$ cat src/rtl/seg_pkg.sv
// seg_pkg: shared constants, converter state type and the double-dabble nibble adjust.
package seg_pkg;
    localparam int SEG_DIGITS = 5;
    localparam logic [3:0] SEG_BLANK = 4'hF;

    typedef enum logic [1:0] {IDLE, SHIFT, COMMIT} conv_state_t;

    // Add 3 to every BCD nibble >= 5 so the following left shift carries correctly.
    function automatic logic [19:0] dabble_adjust(input logic [19:0] b);
        logic [19:0] r;
        r = b;
        for (int i = 0; i < SEG_DIGITS; i++)
            r[4*i +: 4] = (b[4*i +: 4] >= 4'd5) ? b[4*i +: 4] + 4'd3 : b[4*i +: 4];
        return r;
    endfunction
endpackage

$ cat src/rtl/bin2bcd_seq.sv
// bin2bcd_seq: sequential double-dabble, 16-bit binary to 5 BCD digits in 16 shift cycles.
module bin2bcd_seq
    import seg_pkg::*;
(
    input  logic        clk,
    input  logic        rst_n,
    input  logic        start,
    input  logic [15:0] bin,
    output logic        ready,
    output logic        done,
    output logic [19:0] bcd
);
    conv_state_t state;
    logic [35:0] sr;
    logic [3:0]  cnt;

    assign bcd = sr[35:16];

    always_ff @(posedge clk) begin
        if (!rst_n) begin
            state <= IDLE;
            ready <= 1'b1;
            done  <= 1'b0;
            sr    <= '0;
            cnt   <= '0;
        end else begin
            case (state)
                IDLE: if (start) begin
                    sr    <= {20'b0, bin};
                    cnt   <= '0;
                    ready <= 1'b0;
                    state <= SHIFT;
                end
                SHIFT: begin
                    sr  <= {dabble_adjust(sr[35:16]), sr[15:0]} << 1;
                    cnt <= cnt + 4'd1;
                    if (cnt == 4'd15) begin
                        state <= COMMIT;
                        done  <= 1'b1;
                    end
                end
                COMMIT: begin
                    state <= IDLE;
                    ready <= 1'b1;
                    done  <= 1'b0;
                end
                default: state <= IDLE;
            endcase
        end
    end
endmodule

$ cat src/rtl/seg_scan_driver.sv
// seg_scan_driver: value handshake, BCD display register and 5-digit anode scan.
// Define SEG_LZ_BLANK_EN to blank leading zeros (digit 0 always shown).
module seg_scan_driver
    import seg_pkg::*;
#(
    parameter int SCAN_DIV = 100000
) (
    input  logic        iClk,
    input  logic        iRst_n,
    input  logic        iValid,
    output logic        oReady,
    input  logic [15:0] iData,
    output logic [3:0]  oDigit,
    output logic [7:0]  oAn
);
    localparam int PW = $clog2(SCAN_DIV);
    localparam logic [PW-1:0] PRE_LAST = PW'(SCAN_DIV - 1);

    logic          done;
    logic [19:0]   bcd;
    logic [19:0]   disp;
    logic [PW-1:0] pre;
    logic [2:0]    idx;
    logic [3:0]    digit_next;
    logic          blank;

    bin2bcd_seq u_conv (
        .clk   (iClk),
        .rst_n (iRst_n),
        .start (iValid && oReady),
        .bin   (iData),
        .ready (oReady),
        .done  (done),
        .bcd   (bcd)
    );

    always_comb begin
`ifdef SEG_LZ_BLANK_EN
        blank = (idx != 3'd0) && ((disp >> {idx, 2'b00}) == 20'd0);
`else
        blank = 1'b0;
`endif
        digit_next = blank ? SEG_BLANK : disp[{idx, 2'b00} +: 4];
    end

    // Outputs follow idx by one edge so a display update lands on the next digit refresh.
    always_ff @(posedge iClk) begin
        if (!iRst_n) begin
            disp   <= '0;
            pre    <= '0;
            idx    <= '0;
            oAn    <= 8'hFE;
            oDigit <= 4'h0;
        end else begin
            if (done)
                disp <= bcd;
            pre <= (pre == PRE_LAST) ? '0 : pre + 1'b1;
            if (pre == PRE_LAST)
                idx <= (idx == 3'(SEG_DIGITS - 1)) ? 3'd0 : idx + 3'd1;
            oAn    <= ~(8'b1 << idx);
            oDigit <= digit_next;
        end
    end
endmodule

$ cat config.mk
export PLATFORM = sky130hd
export DESIGN_NAME = seg_scan_driver
export DESIGN_NICKNAME = d
export VERILOG_FILES = /design/src/rtl/seg_pkg.sv /design/src/rtl/bin2bcd_seq.sv /design/src/rtl/seg_scan_driver.sv
export SDC_FILE = /design/constraint.sdc
export NUM_CORES = 1
export LEC_CHECK = 0
export BUFFER_PORTS_ARGS = -buffer_cell sky130_fd_sc_hd__clkbuf_2
export CAP_MARGIN = 20
export CELL_PAD_IN_SITES_DETAIL_PLACEMENT = 0
export CELL_PAD_IN_SITES_GLOBAL_PLACEMENT = 1
export CORE_ASPECT_RATIO = 0.9
export CORE_MARGIN = 2
export CORE_UTILIZATION = 50
export CTS_BUF_LIST = sky130_fd_sc_hd__clkbuf_16
export DETAILED_ROUTE_END_ITERATION = 10
export GPL_TIMING_DRIVEN = 0
export HOLD_SLACK_MARGIN = 0.08
export PLACE_DENSITY_LB_ADDON = 0.1
export SLEW_MARGIN = 20
export SYNTH_ARGS = -nofsm -noshare
export SYNTH_HDL_FRONTEND = slang
export SYNTH_SLANG_ARGS = --single-unit
$ cat constraint.sdc
create_clock -name iClk -period 4.7 [get_ports iClk]
set_input_delay 0.235 -clock iClk [delete_from_list [all_inputs] [get_ports iClk]]
set_output_delay 0.235 -clock iClk [all_outputs]
set_load 0.005 [all_outputs]
==> metrics.md, run 1 <==
| Metric | Value |
|---|---|
| CTS Buf Count | 9 |
| Synthesized flop and latch total | 96 |
| Kind of critical path | flip-flop to flip-flop |
| Worst r2r path cells | 6 |
| Fin Setup TNS | 0 ns |
| Final hold violations | 0 |
| DIE AREA | between 9000 and 10000 µm² |
| Initial core utilization | between 50% and 60% |
| I/O Buffers | 30 |
| Reg power frac | between 50 and 60% |
| Row count | 32 |
| Clock share of power | between 40% and 50% |
| Layout cells sized above 1 | 13.5% |
| DRC viols | 0 |
| Storage cell area | 1920 µm² |
| Final Power | 0.00161 W |
| Gp weighted congestion | 0.834 |
| Seq/Total Area, Yosys | between 40% and 50% |
| Most frequent cells after synthesis | 96 x dfxtp_1, 41 x nor2_1, 29 x nand2_1, 29 x nor2b_1, 24 x mux2i_1 |
| Internal | between 0.001 and 0.0015 W |
| RR Endpoint | u_conv.sr[18] |
| H-tree depth | 3 |
| Max-slew headroom | between 60% and 70% |
| Crit path capture type | flip-flop |
| Status | complete, no violations |
| CTS tree | built |
| Final WL | 9010 µm |
| Overflow after GRT | 0 |
| Max Buffers Root-to-Sink | 2 |
| Clock Sinks | 96 |
| Final Max Tran Viols | 0 |
| Vias per inst | about 5.3 |
| Count leader, synth | dfxtp_1 |
| Worst-Margin Slew | 0.561 ns |
| Worst Min Path Start | iData[0] |
| Critical Path RT | around 5.0 ns |
| Die W | approximately 100 µm |
| CP top delay family | compound AO/OA/AOI/OAI gates |
| Switch share | roughly a quarter |
| VDD IR max | around 0.00020 V |
| EDFF count, synth | 0 |
| Final setup margin | between 2 and 3 ns |
| Worst Hold End | u_conv.sr[0] |
| R2R setup slack | around 3.0 ns |
| Max Cap Viol | 0 |
| Root Driver | clkbuf_16 |
| Fillers | just under 800 |
| Post-Synthesis Cells | approximately 460 |
| Finished Cell Area | slightly below 5000 µm² |
| WP data arrival | just under 2 ns |
| Fmax | ~590 MHz |
| Synth warn | 0 |
| Final min period | between 1.5 and 2 ns |
| First-pass GRT wire length | between 10000 and 15000 µm |
| P_sw | between 0.0003 and 0.0004 W |
| Cell variety after synth | 39 |
| Fraction of registers with async set/reset | 0% |
| Synth Cell Area | between 4000 and 5000 µm² |
| Post-DRT Antenna Nets | 0 |
| Die Y | roughly 92 µm |
| Share of the synthesized area in the top cell type | between 40% and 50% |
| Post-cts resize count | 0 |
| DRT Pass-1 Iters | 4 |
| WHS Path Cells | 3 |
| RSZ-0062 raised after global routing | false |
| Worst Path Buf+Inv | 1 |
| Detailed-route via count | between 3000 and 4000 |
| HPWL Detailed | between 6000 and 7000 µm |
| Vias in the first global route | just over 3000 |
| CP Cell Sequence | inv_1, ha_1, nand2b_1, a21oi_1, mux2_2, o21ai_0 |
| CORE AREA | between 8000 and 9000 µm² |
| Pre-CTS setup slack | slightly below 3 ns |
| PD cells | around 330 nW/µm² |
| Ant. Diodes | 0 |
| Postcts setup bufs | 0 |
| Finished Core Util | 57.4% |
| Clock transition at path regs | approximately 0.070 ns |
| Initial antenna violation count | 0 |
| Period utilization | between 30% and 40% |
| WL/cell | 14.5 µm |
| Slowest-stage cell, CP | dfxtp_1 |
| # setup viols final | 0 |
| Top fanout value on the critical path | 4 |
| Clk_skew | roughly 0.0063 ns |
| Dpl cell area | about 4600 µm² |
| Worst-Skew Late Latency | approximately 0.34 ns |
| Logic pwr share | ~6.6% |
| Area taken by multi-input logic gates | 2170 µm² |
| Largest net degree at the start of global routing | 16 |
| # IOs | 32 |
| Leading area contributor after synthesis | dfxtp_1 |
| Reg-to-reg startpoint | u_conv.sr[17] |
| Critical path launch point type | flip-flop |
| P&R area growth vs syn | 13.2% |
| Min-delay worst type | input port to flip-flop |
| Syn_area_per_cell | roughly 9.4 µm² |
| Top FF cell, synth | dfxtp_1 |
| Main area contributors after synthesis | dfxtp_1 45%, mux2i_1 5.6%, ha_1 5.3%, nor2b_1 4.2%, nor2_1 3.6% |
| Post-layout net count | approximately 540 |
| Initial DRC count | around 120 |
| Worst path max stage delay | around 0.41 ns |
| GRT Total Usage | between 20 and 25% |
| P_leak | around 1.7 nW |
| Post-Syn Nets | roughly 500 |
| Hold_buf cts | 0 |
## per-layer routing
layer	up-vias	wire length [µm]	track usage (%)
met5	-	0	0
met4	0	192	7.77
met3	13	286	4.73
met2	54	4080	31.1
met1	1566	4450	28.0
li1	1654	-	-
## worst max-delay path by stage
| stage | from | endpoint | slack [ns] | cells after the start |
|---|---|---|---|---|
| after floorplan | pre[0] | pre[11] | 3.20 | 7 |
| after global placement | iRst_n | oAn[6] | 2.91 | 4 |
| after detailed placement | iRst_n | oAn[5] | 2.89 | 4 |
| after CTS | u_conv.sr[17] | u_conv.sr[18] | 2.99 | 6 |
| after global routing | u_conv.sr[17] | u_conv.sr[18] | 2.85 | 6 |
| final | u_conv.sr[17] | u_conv.sr[18] | 3.00 | 6 |
## final cells by class
cell class / instances / area share (%)
Multi-Input combinational cell: 316 / 44.8
Sequential cell: 96 / 39.6
Clock buffer: 9 / 4.65
Timing Repair Buffer: 30 / 3.10
Tap cell: 119 / 3.07
Buffer: 27 / 2.55
Inverter: 18 / 1.39
Clock inverter: 7 / 0.826
## registers in the layout, summed over array words and instances, names as in the netlist
signal / flops
u_conv.done: 1
disp: 20
u_conv.state: 2
u_conv.ready: 1
u_conv.cnt: 4
idx: 3
oDigit: 4
u_conv.sr: 36
oAn: 8
pre: 17
## placed cells by master (no fill, tap or decap), types with 2 or more instances in the layout
cell type   instances
and2_1              4
inv_1              19
nor4_1              6
clkinvlp_4          2
clkbuf_1           16
o21ai_0            23
a21boi_0           16
buf_2               9
clkbuf_2           30
nand4_1             5
xor2_1              8
ha_1               18
clkbuf_16           9
nand3_1            22
nand2b_1            7
nor3_1             15
nor4bb_1            3
dfxtp_1            96
nand2_1            29
a22oi_1             6
mux2i_1            24
mux2_2              5
xnor2_1            15
a21oi_1            10
o21a_1              4
clkinv_1            2
nor2b_1            29
nor2_1             41
o221ai_1           11
mux4_2              4
## worst reg2reg max path, delay by kind of cell (launching register included)
family	cells	cell delay, ns
AOI/OAI and AO/OA	2	0.44
adders and majority gates	1	0.17
buffers and inverters	1	0.10
DFF	1	0.41
muxes	1	0.37
and+or+nand+nor	1	0.13
## logic make-up after synthesis
family | after synthesis | share of synthesized area, %
simple gates | 171 | 20.9
flops | 96 | 44.9
compound gates | 71 | 10.8
buf+inv | 45 | 4.47
mux | 33 | 9.02
xor+xnor | 23 | 4.70
fa+ha+maj | 18 | 5.26
## power by group through the flow
stage	clock network [W]	logic [W]	registers, W
after floorplan	0	0.0000720	0.000861
after global placement	0	0.000104	0.000863
after detailed placement	0	0.000107	0.000864
after CTS	0.000677	0.000107	0.000845
after global routing	0.000709	0.000121	0.000847
final	0.000655	0.000107	0.000846
## metrics by stage
step / std cells / hold slack, ns
finish: 622 / 0.132
global route: 622 / 0.149
CTS: 622 / 0.125
detailed placement: 606 / 0.442
global placement: 606 / 0.432
floorplan: 457 / 0.380
(Power assumes the default switching activity.)
==> inputs of run 2 (changes only) <==
--- a/config.mk
+++ b/config.mk
@@ -5,13 +5,14 @@
 export SDC_FILE = /design/constraint.sdc
 export NUM_CORES = 1
 export LEC_CHECK = 0
+export ABC_AREA = 1
 export BUFFER_PORTS_ARGS = -buffer_cell sky130_fd_sc_hd__clkbuf_2
 export CAP_MARGIN = 20
 export CELL_PAD_IN_SITES_DETAIL_PLACEMENT = 0
 export CELL_PAD_IN_SITES_GLOBAL_PLACEMENT = 1
 export CORE_ASPECT_RATIO = 0.9
 export CORE_MARGIN = 2
-export CORE_UTILIZATION = 50
+export CORE_UTILIZATION = 40
 export CTS_BUF_LIST = sky130_fd_sc_hd__clkbuf_16
 export DETAILED_ROUTE_END_ITERATION = 10
 export GPL_TIMING_DRIVEN = 0
==> constraint.sdc (replaced) <==
create_clock -name iClk -period 1.5 [get_ports iClk]
set_input_delay 0.075 -clock iClk [delete_from_list [all_inputs] [get_ports iClk]]
set_output_delay 0.075 -clock iClk [all_outputs]
set_load 0.005 [all_outputs]
==> run 2 against run 1 <==
The run now ends with DRC left. Maximum frequency up 24%. Non-clock buffer count is 14 higher. Flip-flop and latch count stayed put. Register-to-register slack got worse by 2.9 ns. Sequential power increased to 3.1 times the previous value. Count of clock-buffer cells in the layout unchanged. Global-route usage down 2.1 points. Combinational power rose to 3.7 times the previous value. First-iteration DRC count rose by 130%. Power rose to 3.4 times the previous value.
==> metrics.md, run 2 <==
| Metric | Value |
|---|---|
| Gp weighted congestion | 0.754 (-9.6%) |
| Top fanout value on the critical path | 11 (+7) |
| WL/cell | 13.3 µm (-7.8%) |
| Seq/Total Area, Yosys | 45.0% (+0.16 points) |
| Share of the synthesized area in the top cell type | 45.0% (+0.16 points) |
| R2R setup slack | 0.13 ns (-2.87 ns) |
| Worst-Skew Late Latency | 0.34 ns (about the same) |
| Syn_area_per_cell | 7.52 µm² (-20%) |
| DRC viols | 5 (+5) |
| Die W | 113 µm (+11%) |
| Fmax | 731 MHz (+24%) |
| Worst-Margin Slew | 0.585 ns (+0.0242 ns) |
| CORE AREA | 10300 µm² (+22%) |
| Overflow after GRT | 0 (unchanged) |
| Die Y | 102 µm (+11%) |
| Count leader, synth | nand2_1 |
| Period utilization | 91.2% (+55 points) |
| Synthesized flop and latch total | 96 (unchanged) |
| Fillers | 1023 (+29%) |
| Max Cap Viol | 0 (unchanged) |
| H-tree depth | 3 (unchanged) |
| Post-Synthesis Cells | 568 (+24%) |
| Highest-count cells in the layout ignoring fill and taps | 120 x nand2_1, 94 x dfxtp_1, 63 x nor2_1, 57 x a21oi_1, 47 x inv_1 |
| Fin Setup TNS | 0 ns (unchanged) |
| Final Power | 0.00551 W (+240%) |
| Initial DRC count | 282 (+130%) |
| Final setup margin | 0.131 ns (-2.87 ns) |
| Max Buffers Root-to-Sink | 2 (unchanged) |
| First-pass GRT wire length | 16700 µm (+12%) |
| PD cells | 1070 nW/µm² (+220%) |
| Min-delay worst type | input port to flip-flop |
| VDD IR max | 0.000610 V (+210%) |
| Leading area contributor after synthesis | dfxtp_1 |
| Critical path launch point type | flip-flop |
| Worst Hold Margin | 0.116 ns (-0.0157 ns) |
| Post-layout net count | 665 (+24%) |
| EDFF count, synth | 0 (unchanged) |
| Vias in the first global route | 3491 (+14%) |
| P_leak | 2.07 nW (+22%) |
| RSZ-0062 raised after global routing | false |
| Fraction of registers with async set/reset | 0% (unchanged) |
| Crit path capture type | flip-flop |
| Failing checks | DRC |
| Initial antenna violation count | 0 (unchanged) |
| Clock transition at path regs | 0.07 ns (about the same) |
| DRT Pass-1 Iters | 9 (+5) |
| CTS Buf Count | 9 (unchanged) |
| Synth Cell Area | 4270 µm² (-0.35%) |
| Kind of critical path | flip-flop to flip-flop |
| WP data arrival | 1.65 ns (-0.32 ns) |
| Most common cell after layout, fill and taps aside | nand2_1 |
| CTS tree | built |
| Status | finished, violations left |
| Vias per inst | 5.11 (-3.3%) |
| Finished Core Util | 49.7% (-7.7 points) |
| DIE AREA | 11500 µm² (+23%) |
| Clock Sinks | 96 (unchanged) |
| Critical Path RT | 1.78 ns (-3.19 ns) |
| Most frequent cells after synthesis | 123 x nand2_1, 96 x dfxtp_1, 64 x nor2_1 |
| Main area contributors after synthesis | dfxtp_1 45%, nand2_1 11%, a21oi_1 6.7%, nor2_1 5.6%, ha_1 5.3% |
| Synth warn | 0 (unchanged) |
| P&R area growth vs syn | 20.4% |
| Largest net degree at the start of global routing | 17 (+1) |
| Final hold violations | 0 (unchanged) |
| Regs by FF count | u_conv.sr: 36 flops, disp: 20 flops, pre: 17 flops |
| Clk_skew | 0.00776 ns (+0.00144 ns) |
| Cell variety after synth | 31 (-21%) |
| I/O Buffers | 30 (unchanged) |
| Post-DRT Antenna Nets | 0 (unchanged) |
| # setup viols final | 0 (unchanged) |
| Top FF cell, synth | dfxtp_1 |
| Final WL | 10200 µm (+13%) |
| Row count | 35 (+9.4%) |
| Root Driver | clkbuf_16 |
| Final min period | 1.37 ns (-0.335 ns) |
| # IOs | 32 (unchanged) |
| Area taken by multi-input logic gates | 2070 µm² (-4.4%) |
| Pre-CTS setup slack | -0.104 ns (-3.00 ns) |
| Max FFs per register | 36 (unchanged) |
| Largest Register | u_conv.sr |
| Ant. Diodes | 0 (unchanged) |
| Detailed-route via count | 3894 (+18%) |
| Post-Syn Nets | 605 (+22%) |
| Storage cell area | 1920 µm² (+0.13%) |
| Final Max Tran Viols | 0 (unchanged) |
| Max-slew headroom | 61.0% (-1.6 points) |
| GRT Total Usage | 18.3% (-2.1 points) |
| HPWL Detailed | 7390 µm (+14%) |
| Initial core utilization | 41.3% (-9.4 points) |
| Layout cells sized above 1 | 12.6% (-0.88 points) |
-- run 2: path summary, 6_finish.rpt --
check / start / end / cells after the start
worst max-delay path: idx[0] / idx[1] / 9
worst min-delay path: iRst_n / oAn[0] / 3
worst max register to register: idx[0] / idx[1] / 9
worst min register to register: u_conv.sr[35] / u_conv.sr[35] / 2
-- run 2: area by class of cell --
| type | instances | share of cell area, % |
|---|---|---|
| buffer | 22 | 2.51 |
| clock buffer | 9 | 4.38 |
| clock inverter | 7 | 1.87 |
| inverter | 51 | 3.82 |
| multi-input combinational | 399 | 40.4 |
| sequential | 96 | 37.4 |
| tap | 129 | 3.14 |
| timing repair buffer | 49 | 6.48 |
-- run 2: logic make-up after synthesis --
kind of cell,after synthesis,synth area share (%)
XOR/XNOR,7,1.44
AO/OA/AOI/OAI,120,15.4
flip-flops,96,45.0
buffers and inverters,73,7.21
adder cells (fa/ha/maj),18,5.28
AND/OR/NAND/NOR,254,25.6
-- run 2: per-stage QoR --
stage | instance area, µm² | instances
3_5_place_dp | 4580 | 727
4_1_cts | 5090 | 761
2_1_floorplan | 4270 | 568
3_3_place_gp | 4580 | 727
5_1_grt | 5140 | 762
6_report | 5140 | 762
-- run 2: worst max-delay path, cell delays in order, from the launching register on --
cell and delay [ns]:
dfxtp_2 0.34, buf_6 0.12, inv_1 0.06, buf_4 0.17, ha_1 0.22, nand2_2 0.09, inv_1 0.05, nor2_1 0.08
nand4_1 0.09, nand2_1 0.07
-- run 2: layer usage --
metal  track usage, %  up-vias  wire, µm
met5                0        -         0
met4             5.63        0        52
met3             3.91        4       418
met2             28.9       60      4490
met1             25.3     1811      5210
li1                 -     2019         -
-- run 2: what timing repair did --
action	CTS	global route
buffers inserted	2	1
hold endpoints to repair	16	0
gates cloned	0	0
hold buffers	16	0
resized for setup	4	14
setup endpoints to repair	12	42
pin swaps	1	0
-- run 2: report_power, final --
part | switching [W] | leakage, nW | internal, W
logic | 0.000244 | 1.14 | 0.000155
registers | 0.0000428 | 0.779 | 0.00262
clock network | 0.000991 | 0.148 | 0.00146
